$ cat src/rtl/trace_pkg.sv
// Shared definitions for the trace capture unit: FSM state encodings,
// entry-width derivation and the bit offsets of each entry field.
// Build option: TRACE_TIMESTAMP_EN adds a timestamp field in the entry MSBs.
package trace_pkg;

    typedef enum logic [1:0] {
        ST_IDLE    = 2'd0,
        ST_CAPTURE = 2'd1,
        ST_POST    = 2'd2,
        ST_DONE    = 2'd3
    } state_e;

`ifdef TRACE_TIMESTAMP_EN
    localparam bit TS_EN = 1'b1;
`else
    localparam bit TS_EN = 1'b0;
`endif

    // Total stored entry width: {[ts,] pc, instr}
    function automatic int entry_width(input int ts_w, input int pc_w, input int instr_w);
        return (TS_EN ? ts_w : 0) + pc_w + instr_w;
    endfunction

    // Field LSB positions inside an entry
    function automatic int instr_lsb();
        return 0;
    endfunction

    function automatic int pc_lsb(input int instr_w);
        return instr_w;
    endfunction

    function automatic int ts_lsb(input int pc_w, input int instr_w);
        return pc_w + instr_w;
    endfunction

endpackage

$ cat src/rtl/trace_buf.sv
// Circular trace storage: DEPTH x ENTRY_W with write/read pointers, occupancy
// count, optional overwrite of the oldest entry when full, and a registered
// read port producing a one-cycle valid pulse per pop.
// DEPTH must be a power of two so the pointers wrap by natural overflow.
module trace_buf #(
    parameter  int DEPTH   = 16,
    parameter  int ENTRY_W = 32,
    localparam int PTR_W   = $clog2(DEPTH),
    localparam int CNT_W   = PTR_W + 1
) (
    input  logic               clk,
    input  logic               reset,
    input  logic               clr_i,
    input  logic               wr_en_i,
    input  logic               wrap_i,
    input  logic [ENTRY_W-1:0] wr_data_i,
    input  logic               rd_en_i,
    output logic [ENTRY_W-1:0] rd_data_o,
    output logic               rd_valid_o,
    output logic [CNT_W-1:0]   count_o,
    output logic               full_o,
    output logic               empty_o,
    output logic               overflow_o
);

    logic [ENTRY_W-1:0] mem_q [DEPTH];
    logic [PTR_W-1:0]   wr_ptr_q, rd_ptr_q;
    logic [CNT_W-1:0]   count_q;
    logic               overflow_q;
    logic [ENTRY_W-1:0] rd_data_q;
    logic               rd_valid_q;
    logic               full, empty, do_wr, do_ovw, do_rd;

    // Access qualification: a full buffer only accepts writes in wrap mode
    always_comb begin
        full    = (count_q == CNT_W'(DEPTH));
        empty   = (count_q == '0);
        do_wr   = wr_en_i && (!full || wrap_i);
        do_ovw  = wr_en_i && full && wrap_i;
        do_rd   = rd_en_i && !empty;
    end

    // Storage array; contents are don't-care after reset so it carries none
    always_ff @(posedge clk) begin
        if (do_wr && !clr_i) begin
            mem_q[wr_ptr_q] <= wr_data_i;
        end
    end

    // Pointers, count, sticky overflow and registered read port
    always_ff @(posedge clk or negedge reset) begin
        if (!reset) begin
            wr_ptr_q   <= '0;
            rd_ptr_q   <= '0;
            count_q    <= '0;
            overflow_q <= 1'b0;
            rd_data_q  <= '0;
            rd_valid_q <= 1'b0;
        end else if (clr_i) begin
            wr_ptr_q   <= '0;
            rd_ptr_q   <= '0;
            count_q    <= '0;
            overflow_q <= 1'b0;
            rd_valid_q <= 1'b0;
        end else begin
            rd_valid_q <= do_rd;
            if (do_wr) begin
                wr_ptr_q <= wr_ptr_q + PTR_W'(1);
            end
            if (do_ovw) begin
                rd_ptr_q   <= rd_ptr_q + PTR_W'(1);
                overflow_q <= 1'b1;
            end else if (do_rd) begin
                rd_ptr_q  <= rd_ptr_q + PTR_W'(1);
                rd_data_q <= mem_q[rd_ptr_q];
            end
            if (do_wr && !do_ovw && !do_rd) begin
                count_q <= count_q + CNT_W'(1);
            end else if (do_rd && !do_wr) begin
                count_q <= count_q - CNT_W'(1);
            end
        end
    end

    assign rd_data_o  = rd_data_q;
    assign rd_valid_o = rd_valid_q;
    assign count_o    = count_q;
    assign full_o     = full;
    assign empty_o    = empty;
    assign overflow_o = overflow_q;

endmodule

$ cat src/rtl/trace_capture_unit.sv
// Instruction trace and halt-trigger unit: records retired {pc, instr} pairs,
// watches for a trigger PC, captures POST_TRIG further entries, then halts
// and lets the debug host pop the trace oldest-first.
// Build option: TRACE_TIMESTAMP_EN stores a free-running cycle stamp per entry.
//
// state   | meaning
// --------+---------------------------------------------------------------
// IDLE    | after reset; retires ignored, waiting for arm
// CAPTURE | recording every retire, comparing pc against trig_pc
// POST    | trigger seen; recording the remaining post-trigger entries
// DONE    | capture finished; halt_req high, rd_en pops the trace
module trace_capture_unit
    import trace_pkg::*;
#(
    parameter  int PC_W      = 16,
    parameter  int INSTR_W   = 16,
    parameter  int DEPTH     = 16,
    parameter  int POST_TRIG = 4,
    parameter  int TS_W      = 16,
    localparam int ENTRY_W   = entry_width(TS_W, PC_W, INSTR_W),
    localparam int CNT_W     = $clog2(DEPTH) + 1
) (
    input  logic               clk,
    input  logic               reset,
    input  logic               arm,
    input  logic               wrap_mode,
    input  logic [PC_W-1:0]    trig_pc,
    input  logic               retire,
    input  logic [PC_W-1:0]    pc,
    input  logic [INSTR_W-1:0] instr,
    input  logic               rd_en,
    output logic [ENTRY_W-1:0] rd_data,
    output logic               rd_valid,
    output logic               halt_req,
    output logic [1:0]         state,
    output logic [CNT_W-1:0]   count,
    output logic               triggered,
    output logic               overflow
);

    // Wide enough to hold POST_TRIG, and at least one bit when POST_TRIG is 0
    localparam int PCNT_W = $clog2(POST_TRIG + 2);

    state_e              state_q, state_d;
    logic [PCNT_W-1:0]   post_q, post_d;
    logic                trig_q, trig_d;
    logic                buf_clr, buf_wr, buf_rd, buf_full, buf_empty;
    logic                hit, stop_full;
    logic [ENTRY_W-1:0]  wr_data;

`ifdef TRACE_TIMESTAMP_EN
    logic [TS_W-1:0] ts_q, ts_d;

    // Entries carry the counter value as it stands after their write edge,
    // so the first retire one cycle after arm is stamped 1
    always_comb begin
        ts_d = arm ? '0 : ts_q + TS_W'(1);
    end

    // Free-running cycle counter, cleared by arm
    always_ff @(posedge clk or negedge reset) begin
        if (!reset) begin
            ts_q <= '0;
        end else begin
            ts_q <= ts_d;
        end
    end

    assign wr_data = {ts_d, pc, instr};
`else
    assign wr_data = {pc, instr};
`endif

    // The write that brings the buffer to DEPTH ends capture in stop mode
    assign hit       = (pc == trig_pc);
    assign stop_full = !wrap_mode && ((count >= CNT_W'(DEPTH - 1)) || buf_full);

    // Next-state, post counter, trigger flag and buffer controls
    always_comb begin
        state_d = state_q;
        post_d  = post_q;
        trig_d  = trig_q;
        buf_clr = 1'b0;
        buf_wr  = 1'b0;
        buf_rd  = 1'b0;
        if (arm) begin
            buf_clr = 1'b1;
            trig_d  = 1'b0;
            post_d  = '0;
            state_d = ST_CAPTURE;
        end else begin
            case (state_q)
                ST_CAPTURE: begin
                    if (retire) begin
                        buf_wr = 1'b1;
                        if (hit) begin
                            trig_d = 1'b1;
                        end
                        if (stop_full) begin
                            state_d = ST_DONE;
                        end else if (hit) begin
                            if (POST_TRIG == 0) begin
                                state_d = ST_DONE;
                            end else begin
                                post_d  = PCNT_W'(POST_TRIG);
                                state_d = ST_POST;
                            end
                        end
                    end
                end
                ST_POST: begin
                    if (retire) begin
                        buf_wr = 1'b1;
                        post_d = post_q - PCNT_W'(1);
                        if (stop_full || post_q == PCNT_W'(1)) begin
                            state_d = ST_DONE;
                        end
                    end
                end
                ST_DONE: begin
                    buf_rd = rd_en;
                end
                default: begin
                end
            endcase
        end
    end

    // FSM state, post counter and sticky trigger registers
    always_ff @(posedge clk or negedge reset) begin
        if (!reset) begin
            state_q <= ST_IDLE;
            post_q  <= '0;
            trig_q  <= 1'b0;
        end else begin
            state_q <= state_d;
            post_q  <= post_d;
            trig_q  <= trig_d;
        end
    end

    trace_buf #(
        .DEPTH  (DEPTH),
        .ENTRY_W(ENTRY_W)
    ) u_buf (
        .clk       (clk),
        .reset     (reset),
        .clr_i     (buf_clr),
        .wr_en_i   (buf_wr),
        .wrap_i    (wrap_mode),
        .wr_data_i (wr_data),
        .rd_en_i   (buf_rd),
        .rd_data_o (rd_data),
        .rd_valid_o(rd_valid),
        .count_o   (count),
        .full_o    (buf_full),
        .empty_o   (buf_empty),
        .overflow_o(overflow)
    );

    assign halt_req  = (state_q == ST_DONE);
    assign state     = state_q;
    assign triggered = trig_q;

    logic unused_ok;
    assign unused_ok = buf_empty;

endmodule

$ cat config.mk
export PLATFORM = sky130hd
export DESIGN_NAME = trace_capture_unit
export DESIGN_NICKNAME = d
export VERILOG_FILES = /design/src/rtl/trace_pkg.sv /design/src/rtl/trace_buf.sv /design/src/rtl/trace_capture_unit.sv
export SDC_FILE = /design/constraint.sdc
export NUM_CORES = 1
export LEC_CHECK = 0
export ABC_AREA = 1
export ABC_CLOCK_PERIOD_IN_PS = 4900
export CORE_ASPECT_RATIO = 0.7
export CORE_MARGIN = 4
export CORE_UTILIZATION = 60
export DETAILED_ROUTE_END_ITERATION = 8
export GPL_ROUTABILITY_DRIVEN = 0
export PLACE_DENSITY = 0.79
export SETUP_SLACK_MARGIN = 0.2
export SLEW_MARGIN = 10
export SYNTH_ARGS = -nofsm -noshare
export SYNTH_HDL_FRONTEND = slang
export SYNTH_HIERARCHICAL = 1
export SYNTH_SLANG_ARGS = --single-unit
$ cat constraint.sdc
create_clock -name clk -period 4.9 [get_ports clk]
set_clock_uncertainty 0.15 [all_clocks]
set_input_delay 1.47 -clock clk [delete_from_list [all_inputs] [get_ports clk]]
set_output_delay 1.47 -clock clk [all_outputs]
set_load 0.005 [all_outputs]
Word-level counts from Yosys, hierarchy flattened. Memory sizes are Yosys's and may differ from the RTL's. A register that Yosys moved wholly into a read port is not among the register bits. Cells that the tools add are included. Widths: inputs -> output; s select.

Bits in registers: 21. Latch bits: 0. RAM bits: 512. Memory bits (read-only): 0. Input bits: 54. Output and inout bits: 43. Word-level logic and storage cells: 99. Memories: 1.

$add $sub $neg: 5. Multiply operators: 0. Div/mod/pow operators: 0. $lt $le $gt $ge: 1. Equality and inequality tests: 12. Shifts and indexed selects: 0. Muxes and demuxes: 36. Bitwise logic cells: 2. Reductions and logical operators: 34.

Memories: u_buf.mem_q (depth 16, width 32, read ports 1, clocked after Yosys merged registers in 1, wr ports 1, line trace_buf.sv:26) `logic [ENTRY_W-1:0] mem_q [DEPTH];`.

Operator list (number): $mux 4 (5); $eq 16x16->1 (1); $mux 1 (15); $mux 3 (5); $mux 5 (3); $ne 3x3->1 const B (5); $mux 2 (6); $reduce_and 5->1 (2); $reduce_bool 2->1 (5); $logic_and 1x1->1 (9); $reduce_bool 3->1 (3); $add 4x1->4 const B (2); $logic_not 1->1 (8); $pmux 3 s2 (1); $reduce_and 3->1 (2); $add 5x1->5 const B (1); $eq 5x5->1 const B (1); $ge 5x4->1 const B (1); $logic_not 5->1 (1); $sub 5x1->5 const B (1); $eq 2x2->1 const B (2); $ne 4x4->1 const B (1); $pmux 2 s2 (1); $eq 3x1->1 const B (1); 5 further kinds (8).

Longest topological paths before layout. Gate-level depths: netlist (run 1).

Depth in word-level cells: 11. Gate-level depth with buffers: 16.

Hierarchy. Netlist (run 1), hierarchy kept.

Modules (own cells, without submodules): trace_buf (times used 1, cells each 1790, area each 22441.5 µm²); trace_capture_unit (times used 1, cells each 165, area each 867.1 µm²).

Worst setup path after synthesis (run 1). OpenSTA, ideal clock, no wires.

Path kind: input port to flip-flop. Start point: input port arm. End point: memory u_buf.mem_q[10][0] (enable). Data arrival time: 4.415 ns. Data required time: 4.289 ns. Path slack: -0.126 ns. Stages: 7. Path through: inv_2 -> nand2_1 -> nor2_1 -> nand2_1 -> inv_1 -> nand3_1 -> nor3_1.

Cells in the longest elaborated chain, start to end: 5.

Ends and longest elaborated chain: start, declared (line trace_capture_unit.sv:25) `input logic arm,`; $mux 1 (line trace_capture_unit.sv:86) `if (arm) begin`; via buf_wr (line trace_capture_unit.sv:47) `logic buf_clr, buf_wr, buf_rd, buf_full, buf_empty;`; $logic_and 1x1->1 (line trace_buf.sv:38) `do_wr = wr_en_i && (!full || wrap_i);`; $logic_and 1x1->1 (line trace_buf.sv:45) `if (do_wr && !clr_i) begin`; $mux 1 (line trace_buf.sv:45); $mux 1 (not written as such) (line trace_buf.sv:46) `mem_q[wr_ptr_q] <= wr_data_i;`; end, declared (line trace_buf.sv:26).

The timed path passes the listed nets, and every way through them passes these cells.

Final worst setup path (run 1).
Start point: input port arm. End point: memory u_buf.mem_q[9][22] (enable).

The elaborated chain is that of the path after synthesis.

==> results.json, run 1 <==
{
  "status": "finished clean",
  "setup_tns_ps": 0,
  "period_share_pct": 76.3,
  "drv_cap": 0,
  "crit_arrival_ps": 3860,
  "finalWirelength_um": 56900,
  "nFillCells": 2603,
  "setup_violations": 0,
  "worstHoldPathCells": 2,
  "r2r_start": "u_buf/rd_ptr_q[0]",
  "clk_latency_ps": 570,
  "htree_levels": 2,
  "grt_setup_unrepaired": "no",
  "ioPinCount": 97,
  "diodes": 0,
  "crit_required_ps": 5020,
  "crit_path_start_kind": "input pin",
  "cts_setup_buffers": 0,
  "drt_first_pass_iters": 5,
  "hpwl_um": 32600,
  "die_h_um": 173,
  "relSlewSlack_pct": 18.2,
  "stdcell_area_sq_um": 26500,
  "core_area_sq_um": 38400,
  "final_cell_mix": "nand2_1, edfxtp_1, nand3_1",
  "finalHoldViolations": 0,
  "nNetsFinal": 2110,
  "hold_path_end": "u_buf/rd_data_o[13]",
  "crit_fanout": 13,
  "drt-initial-drc-count": 2034,
  "ant_nets": 0,
  "irDropWorstVdd_mv": 0.291,
  "cts-resized-gates": 0,
  "antenna_found_initial": 0,
  "grt_pass1_wl_um": 87600,
  "r2r-end": "u_buf/rd_data_o[24]",
  "rows": 60,
  "postCtsHoldBufs": 0,
  "placed_area_sq_um": 24900,
  "syn_nets": 2023,
  "die_w_um": 244,
  "hold_start": "u_buf/rd_data_o[13]",
  "place_ws_ps": 644,
  "grt_overflow": 0,
  "hp-class": "flop to flop",
  "power_density_nw_per_um2": 428,
  "cts_tree": "yes",
  "drt-wirelength-per-cell_um": 21.8,
  "worstSetupEndpointType": "flop",
  "hold_slack_ps": 332,
  "r2r_cells": 8,
  "start_util_pct": 60.8,
  "drive_gt1_share_pct": 7.88,
  "syn_to_final_growth_pct": 13.5,
  "min_period_ps": 3740,
  "yosysWarnings": 6,
  "vias_per_cell": 5.98,
  "numCtsBuffers": 51,
  "syn_area_per_cell_sq_um": 11.9,
  "io_buffers": 96,
  "netlist_area_sq_um": 23300,
  "maxSlewViolCount": 0,
  "finalWorstSetupSlack_ps": 1160,
  "cts_num_sinks": 565,
  "leakage_uw": 0.00987,
  "fmax_ghz": 0.267,
  "final_common_cell": "nand2_1",
  "tightest_slew_ps": 1230,
  "first_global_vias": 15100,
  "root_buffer": "clkbuf_16",
  "syn_inst": 1954,
  "critPathKind": "input pin to flop",
  "die-area_sq_um": 42100,
  "rrSetupSlack_ps": 1820,
  "cts_max_path_buffers": 3,
  "clkSlewWorstSetupHoldPaths_ps": 70,
  "grt_max_degree": 167,
  "vias": 15600,
  "drcViolationCount": 0,
  "grtUsageTotal_pct": 26.7
}
==> stage by stage <==
stage	util [%]	power, uW	cells
after floorplan	-	6860	1954
after global placement	64.8	7530	2515
after detailed placement	64.8	7590	2515
after CTS	69.0	11400	2609
after global routing	69.0	11800	2609
final	69.0	11300	2609
==> area by class of cell <==
cell class | instances | area (sq um) | share of cell area (%)
sequential | 565 | 16700 | 63.2
multi-input combinational | 1223 | 5880 | 22.2
timing repair buffer | 139 | 1390 | 5.26
clock buffer | 68 | 1390 | 5.26
tap | 527 | 659 | 2.49
inverter | 61 | 236 | 0.894
clock inverter | 26 | 188 | 0.710
==> worst max-delay path by stage <==
stage,from,endpoint,slack [ps],cells past startpoint
6_report,arm,u_buf/mem_q[9][22],1160,9
5_1_grt,arm,u_buf/mem_q[9][31],1040,9
4_1_cts,arm,u_buf/mem_q[9][31],1260,9
3_5_place_dp,arm,u_buf/mem_q[9][20],640,9
3_3_place_gp,arm,u_buf/mem_q[9][20],760,9
2_1_floorplan,arm,u_buf/mem_q[10][0],-130,7
==> per-layer routing <==
| layer | global-route usage, % | vias up | part of all wire (%) |
|---|---|---|---|
| met5 | 0 | - | 0 |
| met4 | 7.72 | 0 | 3.0 |
| met3 | 5.33 | 136 | 11 |
| met2 | 41.5 | 942 | 46 |
| met1 | 39.3 | 7509 | 40 |
| li1 | - | 7016 | - |
==> sequential cells by signal (all words and copies together) (netlist names) <==
signal	cells
post_q	3
state	2
triggered	1
u_buf/count_o	5
u_buf/mem_q	512
u_buf/overflow_o	1
u_buf/rd_data_o	32
u_buf/rd_ptr_q	4
u_buf/rd_valid_o	1
u_buf/wr_ptr_q	4
==> worst max-delay path, cell delays in order <==
cell and delay (ps):
clkdlybuf4s50_1 430, inv_2 180, nand2_1 80, nor2_1 190, nand2_1 190, inv_1 210, nand2_1 270, nor2_4 530
buf_4 310
==> where the power goes <==
| part | switching (uW) | internal [uW] | total [uW] | leakage (uW) |
|---|---|---|---|---|
| Combinational | 1260 | 704 | 1960 | 0.00379 |
| Sequential | 160 | 5400 | 5560 | 0.00531 |
| Clock | 1710 | 2100 | 3810 | 0.000768 |
Power figures use the tool's default switching activity.
==> inputs of run 2 (changes only) <==
--- a/config.mk
+++ b/config.mk
@@ -6,7 +6,7 @@
 export NUM_CORES = 1
 export LEC_CHECK = 0
 export ABC_AREA = 1
-export ABC_CLOCK_PERIOD_IN_PS = 4900
+export ABC_CLOCK_PERIOD_IN_PS = 3600
 export CORE_ASPECT_RATIO = 0.7
 export CORE_MARGIN = 4
 export CORE_UTILIZATION = 60
==> constraint.sdc (replaced) <==
create_clock -name clk -period 3.6 [get_ports clk]
set_clock_uncertainty 0.15 [all_clocks]
set_input_delay 1.08 -clock clk [delete_from_list [all_inputs] [get_ports clk]]
set_output_delay 1.08 -clock clk [all_outputs]
set_load 0.005 [all_outputs]
==> results.json, run 2 (synthesis gave the netlist of run 1 again) <==
{
  "syn_to_final_growth_pct": 15.9,
  "rows": 60,
  "stdcell_area_sq_um": 27000,
  "worstHoldPathCells": 2,
  "nNetsFinal": 2137,
  "r2r-end": "u_buf/mem_q[14][1]",
  "grt_setup_unrepaired": "no",
  "leakage_uw": 0.0101,
  "irDropWorstVdd_mv": 0.391,
  "grtUsageTotal_pct": 26.9,
  "place_ws_ps": 58.9,
  "crit_fanout": 20,
  "nFillCells": 2530,
  "numCtsBuffers": 51,
  "crit_required_ps": 3680,
  "root_buffer": "clkbuf_16",
  "final_cell_mix": "nand2_1, edfxtp_1, nand3_1",
  "finalHoldViolations": 0,
  "start_util_pct": 60.8,
  "r2r_cells": 8,
  "drt-wirelength-per-cell_um": 21.6,
  "vias": 15700,
  "drive_gt1_share_pct": 9.10,
  "p_total_uw": 16000,
  "hold_path_end": "u_buf/rd_data_o[12]",
  "tightest_slew_ps": 1030,
  "utilization_pct": 70.4,
  "htree_levels": 2,
  "relSlewSlack_pct": 31.5,
  "finalWirelength_um": 56900,
  "io_buffers": 96,
  "placed_area_sq_um": 25300,
  "diodes": 0,
  "vias_per_cell": 5.94,
  "crit_arrival_ps": 3080,
  "core_area_sq_um": 38400,
  "hold_slack_ps": 332,
  "die_h_um": 173,
  "drt_first_pass_iters": 6,
  "hold_start": "u_buf/rd_data_o[12]",
  "cts_tree": "yes",
  "clkSlewWorstSetupHoldPaths_ps": 60,
  "critPathKind": "input pin to flop",
  "finalWorstSetupSlack_ps": 604,
  "ant_nets": 0,
  "cts_max_path_buffers": 3,
  "grt_overflow": 0,
  "first_global_vias": 15400,
  "final_common_cell": "nand2_1",
  "maxSlewViolCount": 0,
  "r2r_start": "state[0]",
  "die_w_um": 244,
  "drv_cap": 0,
  "cts_num_sinks": 565,
  "drcViolationCount": 0,
  "setup_violations": 0,
  "status": "finished clean",
  "cts_setup_buffers": 0,
  "ioPinCount": 97,
  "rrSetupSlack_ps": 960,
  "grt_pass1_wl_um": 88000,
  "cts-resized-gates": 0,
  "power_density_nw_per_um2": 590,
  "largest_register_ffs": 512,
  "antenna_found_initial": 0,
  "drt-initial-drc-count": 2017,
  "crit_path_start_kind": "input pin",
  "regArea_sq_um": 16700,
  "clk_latency_ps": 580,
  "fmax_ghz": 0.334,
  "multi_input_area_sq_um": 5910,
  "worstSetupEndpointType": "flop",
  "regMostFlops": "u_buf/mem_q",
  "period_share_pct": 83.2,
  "min_period_ps": 3000,
  "grt_max_degree": 163,
  "die-area_sq_um": 42100,
  "postCtsHoldBufs": 0,
  "hpwl_um": 32900,
  "hp-class": "flop to flop"
}
[run 2: layout make-up]
class	instances	area share (%)
well taps	527	2.44
inverters	61	0.875
repair buffers	166	6.55
clock inverters	32	1.33
clock buffers	63	5.12
multi-input cells	1223	21.9
flip-flops and latches	565	61.8
[run 2: metrics by stage]
stage	TNS, ps	cells
after floorplan	-53330	1954
after global routing	0	2637
after detailed placement	0	2542
after CTS	0	2637
after global placement	0	2542
final	0	2637
[run 2: worst max path at each step]
stage,from,to,cells after the start,slack [ps]
final,arm,u_buf/mem_q[14][1],6,600
after global routing,arm,u_buf/mem_q[14][21],6,510
after CTS,arm,u_buf/mem_q[14][21],6,630
after detailed placement,arm,u_buf/mem_q[14][29],6,60
after global placement,arm,u_buf/mem_q[14][28],6,120
after floorplan,arm,u_buf/mem_q[11][0],7,-150
[run 2: layer usage]
| metal | vias to the layer above | part of all wire (%) | global-route usage (%) |
|---|---|---|---|
| met5 | - | 0 | 0 |
| met4 | 0 | 3.4 | 9.65 |
| met3 | 143 | 11 | 5.10 |
| met2 | 936 | 47 | 42.0 |
| met1 | 7518 | 39 | 38.5 |
| li1 | 7076 | - | - |
[run 2: power breakdown]
group / internal [uW] / switching (uW)
Combinational: 1010 / 1800
Sequential: 7350 / 170
Clock: 3300 / 2320
[run 2: worst max-delay path: stages]
cell and delay [ps]:
clkdlybuf4s50_1 460, buf_4 200, inv_1 300, nand3_1 390, nor3_4 250, buf_4 380
